## config.mk

```make
export PLATFORM = sky130hd
export DESIGN_NAME = dm_cmd_ctrl
export DESIGN_NICKNAME = d
export VERILOG_FILES = /design/src/rtl/dm_cmd_ctrl.sv
export SDC_FILE = /design/constraint.sdc
export NUM_CORES = 1
export LEC_CHECK = 0
export BUFFER_PORTS_ARGS = -buffer_cell sky130_fd_sc_hd__buf_2
export CORE_MARGIN = 2
export CORE_UTILIZATION = 28
export CTS_CLUSTER_DIAMETER = 60
export DETAILED_ROUTE_END_ITERATION = 7
export GPL_ROUTABILITY_DRIVEN = 0
export PLACE_DENSITY = 0.65
export SLEW_MARGIN = 20
export SYNTH_ARGS = -nofsm -noshare
export SYNTH_HDL_FRONTEND = slang
export SYNTH_SLANG_ARGS = --single-unit
export TNS_END_PERCENT = 1
```

## constraint.sdc

```tcl
create_clock -name clk_i -period 2.9 [get_ports clk_i]
set_input_delay 0.58 -clock clk_i [delete_from_list [all_inputs] [get_ports clk_i]]
set_output_delay 0.58 -clock clk_i [all_outputs]
set_load 0.005 [all_outputs]
```

## src/rtl/dm_cmd_ctrl.sv

```systemverilog
// Abstract-command controller for the Debug Module: decodes DMI accesses into CSR strobes,
// buffers responses in a small FIFO and tracks command issue/busy state plus sticky cmderr.
module dm_cmd_ctrl #(
  parameter int unsigned DATA_COUNT   = 2,
  parameter int unsigned PROGBUF_SIZE = 8,
  parameter int unsigned RESP_DEPTH   = 2
) (
  input  logic                    clk_i,
  input  logic                    rst_i,
  input  logic                    dmactive_i,
  input  logic                    dmi_req_valid_i,
  output logic                    dmi_req_ready_o,
  input  logic [6:0]              dmi_req_addr_i,
  input  logic [1:0]              dmi_req_op_i,
  input  logic [31:0]             dmi_req_data_i,
  output logic                    dmi_resp_valid_o,
  input  logic                    dmi_resp_ready_i,
  output logic [31:0]             dmi_resp_data_o,
  output logic [1:0]              dmi_resp_resp_o,
  output logic [7:0]              csr_addr_o,
  output logic                    csr_we_o,
  output logic                    csr_re_o,
  input  logic [31:0]             csr_rdata_i,
  input  logic [DATA_COUNT-1:0]   autoexecdata_i,
  input  logic [PROGBUF_SIZE-1:0] autoexecprogbuf_i,
  output logic                    cmd_valid_o,
  input  logic                    cmd_ready_i,
  input  logic                    cmd_done_i,
  input  logic [2:0]              cmd_err_i,
  output logic                    cmdbusy_o,
  output logic [2:0]              cmderr_o
);

  localparam int unsigned PtrW = $clog2(RESP_DEPTH);

  localparam logic [6:0] AddrData0    = 7'h04;
  localparam logic [6:0] AddrDmStatus = 7'h11;
  localparam logic [6:0] AddrHartinfo = 7'h12;
  localparam logic [6:0] AddrAbsCs    = 7'h16;
  localparam logic [6:0] AddrCommand  = 7'h17;
  localparam logic [6:0] AddrAbsAuto  = 7'h18;
  localparam logic [6:0] AddrNextDm   = 7'h1d;
  localparam logic [6:0] AddrProgbuf0 = 7'h20;

  typedef enum logic [1:0] {StIdle, StIssue, StBusy} state_e;

  state_e          state_q, state_d;
  logic [2:0]      cmderr_q, cmderr_d;
  logic            cmd_valid_q;
  logic [PtrW:0]   count_q, count_d;
  logic [PtrW-1:0] wptr_q, rptr_q;
  logic [31:0]     mem_q [RESP_DEPTH];

  logic soft_rst, fifo_full, fifo_empty, accept, pop, is_rd, is_wr;
  logic data_hit, pb_hit, auto_hit, trigger, busy_err, eng_err, w1c;
  logic unused_wdata;

  // Only the cmderr clear bits are consumed here; the CSR file takes write data directly.
  assign unused_wdata = ^{dmi_req_data_i[31:11], dmi_req_data_i[7:0]};

  assign soft_rst   = rst_i | ~dmactive_i;
  assign fifo_full  = (count_q == (PtrW+1)'(RESP_DEPTH));
  assign fifo_empty = (count_q == '0);

  assign dmi_req_ready_o  = ~soft_rst & ~fifo_full;
  assign accept           = dmi_req_valid_i & dmi_req_ready_o;
  assign is_rd            = (dmi_req_op_i == 2'd1);
  assign is_wr            = (dmi_req_op_i == 2'd2);
  assign dmi_resp_valid_o = ~fifo_empty;
  assign pop              = dmi_resp_valid_o & dmi_resp_ready_i;
  assign dmi_resp_data_o  = fifo_empty ? 32'h0 : mem_q[rptr_q];
  assign dmi_resp_resp_o  = 2'b00;

  assign csr_addr_o = {1'b0, dmi_req_addr_i};
  assign csr_re_o   = accept & is_rd;
  assign csr_we_o   = accept & is_wr & (dmi_req_addr_i != AddrDmStatus) &
                      (dmi_req_addr_i != AddrHartinfo) & (dmi_req_addr_i != AddrNextDm);

  always_comb begin
    data_hit = 1'b0;
    pb_hit   = 1'b0;
    auto_hit = 1'b0;
    for (int unsigned i = 0; i < DATA_COUNT; i++) begin
      if (dmi_req_addr_i == 7'(AddrData0 + i)) begin
        data_hit = 1'b1;
        auto_hit = autoexecdata_i[i];
      end
    end
    for (int unsigned i = 0; i < PROGBUF_SIZE; i++) begin
      if (dmi_req_addr_i == 7'(AddrProgbuf0 + i)) begin
        pb_hit   = 1'b1;
        auto_hit = autoexecprogbuf_i[i];
      end
    end
  end

  assign trigger  = (state_q == StIdle) & (cmderr_q == 3'd0) & accept &
                    ((is_wr & (dmi_req_addr_i == AddrCommand)) | ((is_rd | is_wr) & auto_hit));
  assign busy_err = cmdbusy_o & accept &
                    ((is_wr & ((dmi_req_addr_i == AddrCommand) | (dmi_req_addr_i == AddrAbsCs) |
                               (dmi_req_addr_i == AddrAbsAuto))) |
                     ((is_rd | is_wr) & (data_hit | pb_hit)));
  assign eng_err  = (state_q == StBusy) & cmd_done_i & (cmd_err_i != 3'd0) & (cmderr_q == 3'd0);
  assign w1c      = (state_q == StIdle) & accept & is_wr & (dmi_req_addr_i == AddrAbsCs);

  always_comb begin
    state_d = state_q;
    unique case (state_q)
      StIdle:  if (trigger)     state_d = StIssue;
      StIssue: if (cmd_ready_i) state_d = StBusy;
      StBusy:  if (cmd_done_i)  state_d = StIdle;
      default:                  state_d = StIdle;
    endcase
  end

  // Engine error outranks busy error, which outranks the write-1-to-clear.
  always_comb begin
    cmderr_d = cmderr_q;
    if (eng_err) begin
      cmderr_d = cmd_err_i;
    end else if (busy_err) begin
      if (cmderr_q == 3'd0) cmderr_d = 3'd1;
    end else if (w1c) begin
      cmderr_d = cmderr_q & ~dmi_req_data_i[10:8];
    end
  end

  always_comb begin
    count_d = count_q;
    if (accept && !pop)      count_d = count_q + (PtrW+1)'(1);
    else if (!accept && pop) count_d = count_q - (PtrW+1)'(1);
  end

  always_ff @(posedge clk_i) begin
    if (soft_rst) begin
      state_q     <= StIdle;
      cmderr_q    <= 3'd0;
      cmd_valid_q <= 1'b0;
      count_q     <= '0;
      wptr_q      <= '0;
      rptr_q      <= '0;
    end else begin
      state_q     <= state_d;
      cmderr_q    <= cmderr_d;
      cmd_valid_q <= (state_d == StIssue);
      count_q     <= count_d;
      if (accept) begin
        mem_q[wptr_q] <= is_rd ? csr_rdata_i : 32'h0;
        wptr_q        <= wptr_q + PtrW'(1);
      end
      if (pop) rptr_q <= rptr_q + PtrW'(1);
    end
  end

  assign cmd_valid_o = cmd_valid_q;
  assign cmdbusy_o   = (state_q != StIdle);
  assign cmderr_o    = cmderr_q;

endmodule

```

==> results of run 1 <==
[worst paths after layout]
path,to,startpoint,cells past startpoint
hold / removal,cmderr_o[2]$_SDFFE_PP0P_,cmd_err_i[2],2
setup reg to reg,mem_q[0][7]$_DFFE_PP_,count_q[0]$_SDFFE_PP0P_,5
hold reg to reg,rptr_q$_SDFFE_PP0P_,rptr_q$_SDFFE_PP0P_,2
setup / recovery,dmi_resp_data_o[11],flop,4
[layer usage]
| layer | wire length [microns] | vias to the layer above | global-route usage, % |
|---|---|---|---|
| li1 | - | 1183 | - |
| met1 | 2960 | 1147 | 12.6 |
| met2 | 3680 | 98 | 19.3 |
| met3 | 585 | 16 | 4.88 |
| met4 | 171 | 0 | 4.60 |
| met5 | 0 | - | 0 |
[worst max-delay path: cells and delay by family, from the launching register on]
kind | cells | cell delay [ns]
DFF | 1 | 0.63
and+or+nand+nor | 1 | 0.05
buffers and inverters | 2 | 0.42
muxes | 1 | 0.20
[where the power goes]
part	internal, uW	switching (uW)
clock network	602	377
registers	1180	7.23
logic	90.5	97.7
[final cells by class]
class / count / share of cell area (%)
timing repair buffer: 118 / 14.3
inverter: 6 / 0.498
clock inverter: 1 / 0.111
tap: 168 / 4.65
clock buffer: 15 / 5.70
multi-input combinational: 174 / 27.4
sequential: 75 / 47.4
[cells in the mapped netlist (2+ instances only)]
library cell	count	area share (%)
a2111oi_1	2	0.57
a21oi_1	4	0.57
a32o_1	2	0.57
and2_1	35	6.2
buf_2	4	0.57
buf_4	11	2.3
clkbuf_1	8	0.85
dfxtp_1	11	6.3
edfxtp_1	64	55
ha_1	3	1.1
inv_1	5	0.53
mux2i_1	34	9.7
nand2_1	7	0.75
nand3b_1	3	0.64
nor2_1	44	4.7
nor2b_1	4	0.71
nor3_1	3	0.43
o211ai_1	2	0.43
o22ai_1	2	0.36
xor2_1	4	0.99
[cells by family (layout without fill, tap and decap cells)]
kind of cell    count (synthesis)  in the layout  synth area share (%)
fa+ha+maj                       3              3                  1.07
buf+inv                        30            140                  4.72
mux                            36             36                  10.6
flops                          75             75                  60.8
other cells                     1              3                 0.106
simple gates                  105            105                  16.3
xor+xnor                        5              5                  1.24
compound gates                 22             22                  5.12
[registers in the layout, summed over array words and instances, names as in the netlist, named ones only]
name	cells
mem_q	64
count_q	2
wptr_q	1
rptr_q	1
state_q	2
cmd_valid_o	1
cmderr_o	3
[per-stage QoR]
step / hold slack (ns) / cells / power, uW / instance area, sq um
6_report: 0.488 / 557 / 2360 / 4520
5_1_grt: 0.480 / 557 / 2470 / 4520
4_1_cts: 0.470 / 557 / 2400 / 4520
3_5_place_dp: 0.502 / 541 / 1410 / 4260
3_3_place_gp: 0.493 / 541 / 1400 / 4260
2_1_floorplan: 0.472 / 279 / 1320 / 3530
==> reports/results.tsv, run 1 <==
metric	value	unit
commonest non-fill, non-tap cell in the layout	buf_2	
drt drc	0	
GRT overflow	0	
postcts setup bufs	0	
Pleak	0.00176	uW
DP HPWL	5.13	mm
Worst Setup Slack post-DPL	0.750	ns
I/O Buffers	111	
largest net degree at the start of global routing	33	
Synth Instances	277	
HP Class	primary input to flop	
total negative slack	0	ns
R2R setup slack	1.11	ns
DRT iter0 DRCs	104	
CP endpoint kind	output pin	
multi-input logic area	1240	sq um
starting density of the core	29.0	%
Num CTS Buffers	9	
library cells used by synthesis	45	
peak supply drop	184	uV
status	finished, final reports clean	
Mapped Avg Cell Area	12.7	sq um
arrival time at the worst endpoint	1.63	ns
core area	12200	sq um
H-tree depth	3	
ys flop type	edfxtp_1	
Final setup viols	0	
FP Rows	40	
vias in the first global route	2440	
Post-synth ARST share	0	%
fillers	1197	
Final nets	480	
RSZ-0062 raised after global routing	false	
vias per inst	4.39	
DR pass1 iterations	4	
worst-path maximum fanout	19	
TritonCTS clock tree	yes	
Reg clk slew, reported paths	0.05	ns
Max clock buf depth	2	
first-pass GRT wire length	11.5	mm
Seq/Total Area, Yosys	60.8	%
WL/cell	13.3	microns
area delta synth->final	28.4	%
n_diodes	0	
die width	116	microns
CP Launch Type	flop	
final worst setup slack	0.690	ns
Top Ports	144	
Sink Count	75	
fmax	452	MHz
final slew viol count	0	
number of synthesized flops with an enable pin	64	
CTS resizes	0	
post-route ant nets	0	
synthesized area	3520	sq um
slowest stage cell, crit path	dfxtp_2	
CP cell instances	buf_12 > mux2i_1 > nor2_1 > buf_2	
hold_buf cts	0	
fraction of layout cells with a size suffix above 1	36.2	%
Worst EP required	2.32	ns
Die Y	116	microns
max_cap viols	0	
Setup Skew	0.00328	ns
Worst-Skew Late Latency	0.33	ns
register area	2140	sq um
total wire length	7.40	mm
most frequent cells in the layout	111 x buf_2, 64 x edfxtp_1, 43 x nor2_1	
synth warn	0	
kind of critical path	flop to output pin	
#FFs+latches synth	75	
Hold Vio Cnt, Final	0	
pwr/cell area	521	nW/um^2
Tot GR Track Use	11.3	%
utilization after layout	37.2	%
initial antenna violation count	0	
die footprint	13500	sq um
CTS Root Cell	clkbuf_16	
Critical Path Max Stage Delay	0.63	ns
post-layout min period	2.21	ns
via count	2444	
period utilisation layout	76.2	%
Power figures use the tool's default switching activity.
==> inputs of run 2 (changes only) <==
--- a/config.mk
+++ b/config.mk
@@ -11,7 +11,7 @@
 export CTS_CLUSTER_DIAMETER = 60
 export DETAILED_ROUTE_END_ITERATION = 7
 export GPL_ROUTABILITY_DRIVEN = 0
-export PLACE_DENSITY = 0.65
+export PLACE_DENSITY = 0.63
 export SLEW_MARGIN = 20
 export SYNTH_ARGS = -nofsm -noshare
 export SYNTH_HDL_FRONTEND = slang
==> constraint.sdc (replaced) <==
create_clock -name clk_i -period 2.2 [get_ports clk_i]
set_input_delay 0.44 -clock clk_i [delete_from_list [all_inputs] [get_ports clk_i]]
set_output_delay 0.44 -clock clk_i [all_outputs]
set_load 0.005 [all_outputs]
==> reports/results.tsv, run 2 (synthesis results as in run 1) <==
metric	value	unit	change
worst hold endpoint	cmderr_o[2]$_SDFFE_PP0P_		
commonest non-fill, non-tap cell in the layout	buf_2		
final slew viol count	0		unchanged
GRT overflow	0		unchanged
period utilisation layout	92.6	%	
delay-heaviest family, CP	compound AO/OA/AOI/OAI gates		
internal power	2430	uW	+30%
fillers	1198		+0.084%
CP Launch Type	flop		
initial antenna violation count	0		unchanged
first-pass GRT wire length	11.7	mm	+1.6%
final worst setup slack	0.163	ns	-0.527 ns
post-route ant nets	0		unchanged
pwr/cell area	681	nW/um^2	+31%
Worst EP required	1.76	ns	-0.56 ns
worst r2r path cells	5		unchanged
multi-input logic area	1230	sq um	-0.40%
Hold Path Cell Cnt	2		unchanged
FF-to-FF Start	count_q[0]$_SDFFE_PP0P_		
cell count after placement	541		unchanged
arrival time at the worst endpoint	1.60	ns	-0.03 ns
register area	2140	sq um	unchanged
dpl cell area	4250	sq um	-0.12%
total negative slack	0	ns	unchanged
DRT iter0 DRCs	80		-23%
fmax	491	MHz	
CP endpoint kind	output pin		
kind of critical path	flop to output pin		
postcts setup bufs	0		unchanged
Num CTS Buffers	9		unchanged
utilization after layout	37.1	%	-0.12 points
Pleak	0.00175	uW	-0.48%
Hold Vio Cnt, Final	0		unchanged
die width	116	microns	unchanged
slowest stage cell, crit path	dfxtp_1		
Min-Delay Startpoint	cmd_err_i[2]		
via count	2413		-1.3%
max_cap viols	0		unchanged
Die Y	116	microns	unchanged
post-layout min period	2.04	ns	
Sw Ratio	20.8	%	+0.40 points
die footprint	13500	sq um	unchanged
post-route cell area	4510	sq um	-0.33%
vias per inst	4.34		-1.1%
starting density of the core	29.0	%	unchanged
DR pass1 iterations	4		unchanged
drt drc	0		unchanged
Flop pwr share	51.0	%	+0.5 points
total net switching power	639	uW	+33%
Clock power frac	40.8	%	-0.7 points
R2R setup slack	0.40	ns	-0.71 ns
core area	12200	sq um	unchanged
combinational share of power	8.2	%	+0.2 points
Final nets	480		unchanged
Top Ports	144		unchanged
RSZ-0062 raised after global routing	false		
Post-Layout Cell Count	556		-0.18%
total wire length	7.47	mm	+0.96%
DP HPWL	5.11	mm	-0.37%
HP Class	primary input to flop		
I/O Buffers	111		unchanged
Worst-Skew Late Latency	0.32	ns	about the same
area delta synth->final	28.0	%	
CP cell instances	inv_2 > a211oi_4 > nand2_1 > a31oi_1 > buf_2		
largest net degree at the start of global routing	33		unchanged
Max clock buf depth	2		unchanged
fraction of layout cells with a size suffix above 1	36.1	%	-0.16 points
n_diodes	0		unchanged
CTS Root Cell	clkbuf_16		
H-tree depth	3		unchanged
vias in the first global route	2433		-0.29%
Worst Setup Slack post-DPL	0.188	ns	-0.561 ns
status	finished, final reports clean		
hold_buf cts	0		unchanged
Reg clk slew, reported paths	0.06	ns	about the same
Setup Skew	0.00556	ns	+0.00227 ns
CTS resizes	0		unchanged
Tot GR Track Use	11.5	%	+0.17 points
FP Rows	40		unchanged
TritonCTS clock tree	yes		
CP Buf/Inv Count	2		unchanged
most frequent cells in the layout	111 x buf_2, 64 x edfxtp_1, 43 x nor2_1		
WL/cell	13.4	microns	+1.1%
max reg flops	64		unchanged
peak supply drop	262	uV	+42%
worst-path maximum fanout	7		-12
RR Endpoint	count_q[1]$_SDFFE_PP0P_		
Sink Count	75		unchanged
Final setup viols	0		unchanged
Critical Path Max Stage Delay	0.42	ns	-0.21 ns
Biggest register	mem_q		
-- run 2: cell count changes in the layout (fill, tap and decap cells not counted) --
cell and delta:
clkbuf_8 -1, clkinv_1 +2, clkinv_2 -1, clkbuf_1 -2, clkinv_4 +1, nor2_2 +1, nor2_4 -1
-- run 2: metal layers --
metal  vias to the layer above  routed length, microns  global-route usage, %
li1                       1190                       -                      -
met1                      1115                    3090                   13.3
met2                       101                    3710                   19.9
met3                         7                     591                   4.00
met4                         0                      79                   4.05
met5                         -                       0                      0
-- run 2: layout make-up --
type                    instances  share of cell area, %
flip-flops and latches         75                   47.6
multi-input cells             174                   27.3
repair buffers                118                   14.3
clock buffers                  12                   5.25
well taps                     168                   4.66
inverters                       6                  0.500
clock inverters                 3                  0.361
-- run 2: worst register-to-register path: stages, from the launching register on --
cell      delay [ns]
dfxtp_1         0.42
inv_2           0.08
a211oi_4        0.39
ha_1            0.34
or3_1           0.38
a21oi_1         0.13
-- run 2: how the worst max path moves through the flow --
stage                                        from                      end  slack, ns  cells after the start
after floorplan                             rst_i    mem_q[1][0]$_DFFE_PP_       0.02                      3
after global placement            dmi_req_op_i[0]   cmd_valid_o$_SDFF_PP0_       0.19                      7
after detailed placement                    rst_i  count_q[1]$_SDFFE_PP0P_       0.19                      6
after CTS                 count_q[0]$_SDFFE_PP0P_                 csr_we_o       0.12                      5
after global routing      count_q[0]$_SDFFE_PP0P_                 csr_we_o       0.04                      5
final                     count_q[0]$_SDFFE_PP0P_                 csr_we_o       0.16                      5
-- run 2: power by group through the flow --
stage / Clock (uW) / Sequential, uW / Combinational [uW]
after global routing: 1360 / 1570 / 282
after CTS: 1290 / 1570 / 258
final: 1250 / 1570 / 251
after floorplan: 0 / 1590 / 143
after global placement: 0 / 1600 / 251
after detailed placement: 0 / 1600 / 256
-- run 2: stage by stage --
step                power [uW]  hold slack [ns]
finish                    3070            0.351
floorplan                 1740            0.472
detailed placement        1850            0.488
CTS                       3120            0.341
global route              3210            0.352
global placement          1850            0.484
